==> config.mk <==
export PLATFORM = sky130hd
export DESIGN_NAME = mem_bist_master_flat
export DESIGN_NICKNAME = d
export VERILOG_FILES = /design/src/rtl/mem_bist_master_if.sv /design/src/rtl/mem_bist_master.sv /design/src/flat_wrapper.sv
export SDC_FILE = /design/constraint.sdc
export NUM_CORES = 1
export LEC_CHECK = 0
export ABC_CLOCK_PERIOD_IN_PS = 4300
export BUFFER_PORTS_ARGS = -buffer_cell sky130_fd_sc_hd__buf_2
export CAP_MARGIN = 20
export CORE_MARGIN = 4
export CORE_UTILIZATION = 26
export DETAILED_ROUTE_END_ITERATION = 10
export MAX_ROUTING_LAYER = met4
export SLEW_MARGIN = 20
export SYNTH_ARGS = -nofsm -noshare
export SYNTH_HDL_FRONTEND = slang
export SYNTH_SLANG_ARGS = --single-unit
==> constraint.sdc <==
create_clock -name clk -period 4.3 [get_ports clk]
set_input_delay 0 -clock clk [delete_from_list [all_inputs] [get_ports clk]]
set_output_delay 0 -clock clk [all_outputs]
set_load 0.01 [all_outputs]
==> src/rtl/mem_bist_master_if.sv <==
// Single-port synchronous memory bus driven by the BIST master.
// rdata is registered inside the memory and valid the cycle after rd_en.
interface mem_bist_master_if #(
  parameter int unsigned ADDR_WIDTH = 4,
  parameter int unsigned DATA_WIDTH = 16
) ();
  logic [ADDR_WIDTH-1:0] addr;
  logic                  rd_en;
  logic                  wr_en;
  logic [DATA_WIDTH-1:0] wdata;
  logic [DATA_WIDTH-1:0] rdata;

  modport master (output addr, rd_en, wr_en, wdata, input rdata);
  modport slave  (input addr, rd_en, wr_en, wdata, output rdata);
endinterface

==> src/rtl/mem_bist_master.sv <==
// March-test BIST engine: W0 up, (r P, w ~P) up, (r ~P, w P) down, r P up.
// Reports pass, saturating mismatch count and the first failing address.
module mem_bist_master #(
  parameter int unsigned           ADDR_WIDTH = 4,
  parameter int unsigned           DATA_WIDTH = 16,
  parameter logic [DATA_WIDTH-1:0] PATTERN    = '0,
  parameter int unsigned           CNT_WIDTH  = 8
) (
  input  logic                  clk,
  input  logic                  reset_n,
  input  logic                  start,
  mem_bist_master_if.master     mem,
  output logic                  busy,
  output logic                  done,
  output logic                  pass,
  output logic [CNT_WIDTH-1:0]  fail_count,
  output logic [ADDR_WIDTH-1:0] first_fail_addr
);

  localparam logic [ADDR_WIDTH-1:0] LastAddr = '1;
  localparam logic [ADDR_WIDTH-1:0] AddrOne  = ADDR_WIDTH'(1);
  localparam logic [CNT_WIDTH-1:0]  CntOne   = CNT_WIDTH'(1);
  localparam logic [CNT_WIDTH-1:0]  CntMax   = '1;

  typedef enum logic [3:0] {
    StIdle, StW0, StARd, StAWr, StDRd, StDWr, StR0, StDrain, StDone
  } state_e;

  state_e                state_q, state_d;
  logic [ADDR_WIDTH-1:0] addr_q, addr_d;
  logic                  rd_en_q, rd_en_d;
  logic                  wr_en_q, wr_en_d;
  logic [DATA_WIDTH-1:0] wdata_q, wdata_d;
  logic                  busy_q, busy_d;
  logic                  done_q, done_d;
  logic                  pass_q, pass_d;
  logic [CNT_WIDTH-1:0]  fail_count_q, fail_count_d;
  logic [ADDR_WIDTH-1:0] first_fail_q, first_fail_d;
  // Compare pipeline: tracks the read issued last cycle, whose data arrives now.
  logic                  cmp_valid_q, cmp_valid_d;
  logic [ADDR_WIDTH-1:0] cmp_addr_q, cmp_addr_d;
  logic [DATA_WIDTH-1:0] cmp_exp_q, cmp_exp_d;
  logic                  mismatch;

  assign mismatch = cmp_valid_q && (mem.rdata != cmp_exp_q);

  always_comb begin
    state_d      = state_q;
    addr_d       = addr_q;
    fail_count_d = fail_count_q;
    first_fail_d = first_fail_q;
    cmp_valid_d  = rd_en_q;
    cmp_addr_d   = addr_q;
    cmp_exp_d    = (state_q == StDRd) ? ~PATTERN : PATTERN;

    if (mismatch) begin
      if (fail_count_q != CntMax) begin
        fail_count_d = fail_count_q + CntOne;
      end
      // Count never returns to zero once saturated, so zero means "no failure yet".
      if (fail_count_q == '0) begin
        first_fail_d = cmp_addr_q;
      end
    end

    unique case (state_q)
      StIdle, StDone: begin
        if (start) begin
          state_d      = StW0;
          addr_d       = '0;
          fail_count_d = '0;
          first_fail_d = '0;
        end
      end
      StW0: begin
        if (addr_q == LastAddr) begin
          state_d = StARd;
          addr_d  = '0;
        end else begin
          addr_d = addr_q + AddrOne;
        end
      end
      StARd: state_d = StAWr;
      StAWr: begin
        if (addr_q == LastAddr) begin
          state_d = StDRd;
        end else begin
          state_d = StARd;
          addr_d  = addr_q + AddrOne;
        end
      end
      StDRd: state_d = StDWr;
      StDWr: begin
        if (addr_q == '0) begin
          state_d = StR0;
        end else begin
          state_d = StDRd;
          addr_d  = addr_q - AddrOne;
        end
      end
      StR0: begin
        if (addr_q == LastAddr) begin
          state_d = StDrain;
          addr_d  = '0;
        end else begin
          addr_d = addr_q + AddrOne;
        end
      end
      StDrain: state_d = StDone;
      default: begin
        state_d = StIdle;
        addr_d  = '0;
      end
    endcase

    // Outputs are registered, so they are decoded from the next state.
    rd_en_d = (state_d == StARd) || (state_d == StDRd) || (state_d == StR0);
    wr_en_d = (state_d == StW0) || (state_d == StAWr) || (state_d == StDWr);
    if (state_d == StAWr) begin
      wdata_d = ~PATTERN;
    end else if (wr_en_d) begin
      wdata_d = PATTERN;
    end else begin
      wdata_d = '0;
    end
    busy_d = (state_d != StIdle) && (state_d != StDone);
    done_d = (state_d == StDone);
    pass_d = (state_d == StDone) && (fail_count_d == '0);
  end

  always_ff @(posedge clk or negedge reset_n) begin
    if (!reset_n) begin
      state_q      <= StIdle;
      addr_q       <= '0;
      rd_en_q      <= 1'b0;
      wr_en_q      <= 1'b0;
      wdata_q      <= '0;
      busy_q       <= 1'b0;
      done_q       <= 1'b0;
      pass_q       <= 1'b0;
      fail_count_q <= '0;
      first_fail_q <= '0;
      cmp_valid_q  <= 1'b0;
      cmp_addr_q   <= '0;
      cmp_exp_q    <= '0;
    end else begin
      state_q      <= state_d;
      addr_q       <= addr_d;
      rd_en_q      <= rd_en_d;
      wr_en_q      <= wr_en_d;
      wdata_q      <= wdata_d;
      busy_q       <= busy_d;
      done_q       <= done_d;
      pass_q       <= pass_d;
      fail_count_q <= fail_count_d;
      first_fail_q <= first_fail_d;
      cmp_valid_q  <= cmp_valid_d;
      cmp_addr_q   <= cmp_addr_d;
      cmp_exp_q    <= cmp_exp_d;
    end
  end

  assign mem.addr        = addr_q;
  assign mem.rd_en       = rd_en_q;
  assign mem.wr_en       = wr_en_q;
  assign mem.wdata       = wdata_q;
  assign busy            = busy_q;
  assign done            = done_q;
  assign pass            = pass_q;
  assign fail_count      = fail_count_q;
  assign first_fail_addr = first_fail_q;

endmodule

==> src/flat_wrapper.sv <==
// flat-port wrapper written by rule: the top's interface ports become plain ports
module mem_bist_master_flat 
#(
  parameter int unsigned           ADDR_WIDTH = 4,
  parameter int unsigned           DATA_WIDTH = 16,
  parameter logic [DATA_WIDTH-1:0] PATTERN    = '0,
  parameter int unsigned           CNT_WIDTH  = 8
)
  (clk, reset_n, start, busy, done, pass, fail_count, first_fail_addr, mem_addr, mem_rd_en, mem_wr_en, mem_wdata, mem_rdata);
  mem_bist_master_if #(.ADDR_WIDTH(ADDR_WIDTH), .DATA_WIDTH(DATA_WIDTH)) mem_i ();
  input  logic clk;
  input  logic reset_n;
  input  logic start;
  output logic busy;
  output logic done;
  output logic pass;
  output logic [CNT_WIDTH-1:0] fail_count;
  output logic [ADDR_WIDTH-1:0] first_fail_addr;
  output wire logic [$bits(mem_i.addr)-1:0] mem_addr;
  output wire logic [$bits(mem_i.rd_en)-1:0] mem_rd_en;
  output wire logic [$bits(mem_i.wr_en)-1:0] mem_wr_en;
  output wire logic [$bits(mem_i.wdata)-1:0] mem_wdata;
  input wire logic [$bits(mem_i.rdata)-1:0] mem_rdata;
  assign mem_addr = mem_i.addr;
  assign mem_rd_en = mem_i.rd_en;
  assign mem_wr_en = mem_i.wr_en;
  assign mem_wdata = mem_i.wdata;
  assign mem_i.rdata = mem_rdata;
  mem_bist_master #(.ADDR_WIDTH(ADDR_WIDTH), .DATA_WIDTH(DATA_WIDTH), .PATTERN(PATTERN), .CNT_WIDTH(CNT_WIDTH)) u_core (.clk(clk), .reset_n(reset_n), .start(start), .mem(mem_i), .busy(busy), .done(done), .pass(pass), .fail_count(fail_count), .first_fail_addr(first_fail_addr));
endmodule
* Word level (Yosys, flattened, before mapping)
Cells that the tools add are included.
Cells by class: $add $sub $neg 3, eq/ne operators 22, muxes and demuxes 21, bitwise logic cells 1, reduce and logical (&&, ||, !) cells 16
Operators by type and width (number):
- $mux 4 | 11
- $mux 16 | 2
- $mux 8 | 4
- $pmux 4 s8 | 1
- $eq 4x3->1 const B | 7
- $pmux 4 s5 | 1
- $eq 4x2->1 const B | 4
- $logic_not 8->1 | 2
- $ne 16x16->1 | 1
- $eq 4x4->1 const B | 3
- $add 8x1->8 const B | 1
- $eq 4x1->1 const B | 2
- $logic_not 4->1 | 2
- $ne 8x8->1 const B | 1
- $ne 2x2->1 const B | 3
- $add 4x1->4 const B | 1
- $logic_or 1x1->1 | 4
- $ne 4x4->1 const B | 1
- $reduce_and 4->1 | 1
- $reduce_bool 4->1 | 1
- $reduce_or 2->1 | 2
- $sub 4x1->4 const B | 1
- $logic_and 1x1->1 | 3
- $mux 3 | 1
- 3 further kinds | 3
Word-level totals: bits in registers 62, output and inout bits 37, word-level logic and storage cells 76

* Logic depth before layout (Yosys ltp)
word-level depth 7, depth in mapped cells 9, depth with buffers taken out 8

* Worst setup path after synthesis
OpenSTA, ideal clock, no wires.
path type reg-to-reg, start reg u_core.addr_q[0] (netlist: u_core.mem.addr[0]), end reg u_core.addr_q[1] (netlist: u_core.mem.addr[1]), library setup time 125 ps, data arrival time 1898 ps, data required time 4175 ps, slack 2277 ps, stages on the path, launching flop included 8, clock period less this slack 2023 ps, cell sequence dfrtp_1 > ha_1 > and3_1 > clkbuf_1 > a41oi_1 > o22ai_1 > nor2_1 > mux2_2
Between the ends: word-level cells in the longest chain between the ends 3, elaborated cells on any way between the ends 11
Ends and longest elaborated chain:
- start, declared | RTL line mem_bist_master.sv:30 | logic [ADDR_WIDTH-1:0] addr_q, addr_d;
- start signal, assigned | RTL line mem_bist_master.sv:148 | addr_q <= addr_d;
- $add 4x1->4 (tied with other cells) | RTL line mem_bist_master.sv:80, mem_bist_master.sv:89, mem_bist_master.sv:106
- $mux 4 (tied with other cells) | RTL line mem_bist_master.sv:76, mem_bist_master.sv:102
- $pmux 4 s5 / $reduce_and 4->1 (equally long branches)
Several ways; a longest one is shown, not always the timed one. The select of a mux whose other input is x is not followed. A chain may end at the register's enable or synchronous reset.

* Worst setup path after layout
start reg u_core.addr_q[1] (netlist: u_core.mem.addr[1]), end reg u_core.addr_q[1] (netlist: u_core.mem.addr[1])
The elaborated chain is that of the path after synthesis.

==> metrics.md <==
| Metric | Value |
|---|---|
| Final Cell Area | 2370 um^2 |
| Horiz. Die Dim | slightly below 100 um |
| Clk slew on worst S/H paths | 0.06 ns |
| Vias per cell | 4.70 |
| Die footprint | between 9000 and 10,000 um^2 |
| Leakage power total | about 1.1 nW |
| Worst-Margin Slew | around 0.7 ns |
| Worst min path class | input pin to flop |
| Grt total ovfl | 0 |
| Layout cells sized above 1 | a little under a third |
| Inst Count DP | roughly 350 |
| Worst Setup End Kind | flop |
| WP data required | roughly 4.5 ns |
| Worst path top cell family by delay | simple AND/OR/NAND/NOR gates |
| CP Launch Type | flop |
| CTS tree | built |
| CTS sink count | 32 |
| Final core occ | 30.9% |
| Initial drt markers | slightly above 100 |
| CP max FO | 9 |
| Worst path max stage delay | around 0.47 ns |
| P per Cell Area | 571 nW/um^2 |
| Synthesized Nets | around 250 |
| Cts bufs inserted | 5 |
| Clock root buffer | clkbuf_8 |
| First-pass GRT wire length | between 7000 and 8000 um |
| Syn Area/Cell | between 9 and 10 um^2 |
| Crit path cell chain | ha_1 > and3_1 > a41oi_1 > o22ai_1 > nor2_1 > mux2_2 |
| H-tree Lvls | 2 |
| Post-synth top area cell | dfrtp_1 |
| Area Growth Syn to Fin | 15.7% |
| Slowest-stage cell, CP | dfrtp_1 |
| Time the worst path needs with I/O delays and setup | around 2.1 ns |
| FF+latch count, synth | 32 |
| # Max-Cap Violations | 0 |
| TNS Setup | 0 ns |
| Synth area leaders | dfrtp_1 (39%), buf_4 (5.5%), nor2_1 (4.0%) |
| Clock skew | a little under 0.009 ns |
| Post-synth EDFFs | 0 |
| Crit Path Category | flop to flop |
| Rows | 32 |
| Fillers | 806 |
| CP arrival | approximately 2.3 ns |
| RSZ-0062 raised after global routing | false |
| Largest net degree at the start of global routing | 33 |
| Outcome | finished, final reports clean |
| Vias in the first global route | ~1,600 |
| Via Count | between 1,500 and 2,000 |
| Mapped cell area | between 2000 and 2500 um^2 |
| Die Y | 96.8 um |
| WL final | ~4400 um |
| Period utilization | between 40% and 50% |
| 1st-pass router iterations | 4 |
| Warnings, synthesis | 0 |
| Max clock buf depth | 2 |
| Register Area | around 800 um^2 |
| Post-DP Area | 2270 um^2 |
| Placer's final routability congestion estimate | a little over 0.8 |
| Final setup violation count | 0 |
| IO buf count | 55 |
| Pins Over Slew Limit | 0 |
| Antenna-violating nets left | 0 |
| Final hold vios | 0 |
| Post-DP HPWL | between 3000 and 4000 um |
| Wire length per cell | between 10 and 15 um |
| Peak supply drop | 0.143 mV |
| # resized after CTS | 0 |
| Worst path buffer plus inverter count | 0 |
| Clock latency on the worst-skew pair | ~0.28 ns |
| Multi-input gate area | approximately 1000 um^2 |
| DRC Markers | 0 |
| Dominant synthesized flop cell | dfrtp_1 |
| Initial antenna violation count | 0 |
| Yosys cell types | a little under 60 |
| Num ports | 56 |
| Fin nets | around 280 |
| Initial core utilization | 26.7% |
| Final Non-Filler Cells | 360 |
| Asr flop ratio synth | 100% |
| Post-synth top area share | between 30 and 40% |
| Total GRT Usage | 9.97% |
| Synth Instances | around 220 |
| Register area share after synthesis | between 30 and 40% |
| Core box area | 7690 um^2 |
| Max frequency | between 400 and 500 MHz |
| N_diodes | 0 |
| Relative slew slack | around 53% |
[worst min-delay path, stage by stage]
cell     delay, ns
buf_2         0.14
or4_1         0.13
o21ai_0       0.08
[metal layers]
layer | GRT usage (%) | wire length [um]
met5 | - | 0
met1 | 11.5 | 1850
met2 | 16.4 | 2290
met3 | 3.53 | 223
met4 | 2.70 | 51
[final timing paths]
check	startpoint	endpoint	slack, ns	cells past startpoint
worst max-delay path	u_core.mem.addr[1]	u_core.mem.addr[1]	2.17	6
worst min-delay path	start	u_core.done	0.12	3
worst max register to register	u_core.mem.addr[1]	u_core.mem.addr[1]	2.17	6
worst min register to register	u_core.mem.rd_en	u_core.cmp_valid_q	0.37	0
max in group asynchronous	reset_n	u_core.cmp_addr_q[1]	3.54	2
min in group asynchronous	reset_n	u_core.fail_count[4]	0.31	2
[per-stage QoR]
stage | hold slack (ns) | total power [mW] | worst slack, ns
final | 0.123 | 1.35 | 2.17
after CTS | 0.106 | 1.38 | 2.17
after global placement | 0.0881 | 1.13 | 2.21
after global routing | 0.141 | 1.48 | 1.98
after floorplan | -0.296 | 1.01 | 2.28
after detailed placement | 0.0930 | 1.13 | 2.18
[state kept, by name (all words and copies together) (netlist names), 4 cells and up]
register	flops
u_core.cmp_addr_q	4
u_core.first_fail_addr	4
u_core.mem.addr	4
u_core.fail_count	8
u_core.state_q	4
[cells by family after synthesis]
family          count (synthesis)  synth area share (%)
compound gates                 42                  14.9
flops                          32                  39.0
fa+ha+maj                       5                  3.05
buf+inv                        37                  10.4
mux                             8                  3.97
simple gates                   91                  25.6
xor+xnor                        7                  2.99
[what timing repair did]
item | 4_1_cts | 5_1_grt
endpoints found under the hold margin | 32 | 0
setup buffers | 0 | 0
hold buffers | 1 | 0
[final cells by class]
| class | count | area share [%] |
|---|---|---|
| inverters | 9 | 1.42 |
| multi-input cells | 153 | 43.6 |
| well taps | 102 | 5.38 |
| clock buffers | 8 | 3.80 |
| repair buffers | 56 | 12.0 |
| flip-flops and latches | 32 | 33.7 |
[power breakdown]
part | internal, mW | switching (mW) | total, mW
sequential | 0.395 | 0.143 | 0.537
combinational | 0.265 | 0.318 | 0.583
clock | 0.130 | 0.104 | 0.234
total | 0.790 | 0.565 | 1.35
[synthesized netlist by cell type (all sizes together), types with 3 or more instances]
library cell,count
dfrtp,32
nor2,22
buf,20
nand2,16
a21oi,11
inv,9
nand3,9
nor3,9
o21ai,9
clkbuf,8
mux2i,7
or3,6
xnor2,6
ha,5
nand4,4
or4,4
nand2b,3
nor4,3
nor4b,3
[layout by cell type, fill, tap and decap left out, types with 2 or more instances in the layout]
master and n:
inv_1 9, or3_1 3, nor2b_1 2, dfrtp_1 32
buf_2 55, a21oi_1 11, nor2_1 22, mux2i_1 7
clkbuf_1 2, or3_2 3, or4_4 2, o21ai_0 8
nand2_1 16, clkbuf_8 6, xnor2_1 6, nor3_1 9
o211ai_1 2, nor4_4 2, and3_1 2, nand4_1 4
o22ai_1 2, ha_1 5, nand3_1 9, nand2b_1 3
nor4b_1 3, a41oi_1 2
(Power assumes the default switching activity.)
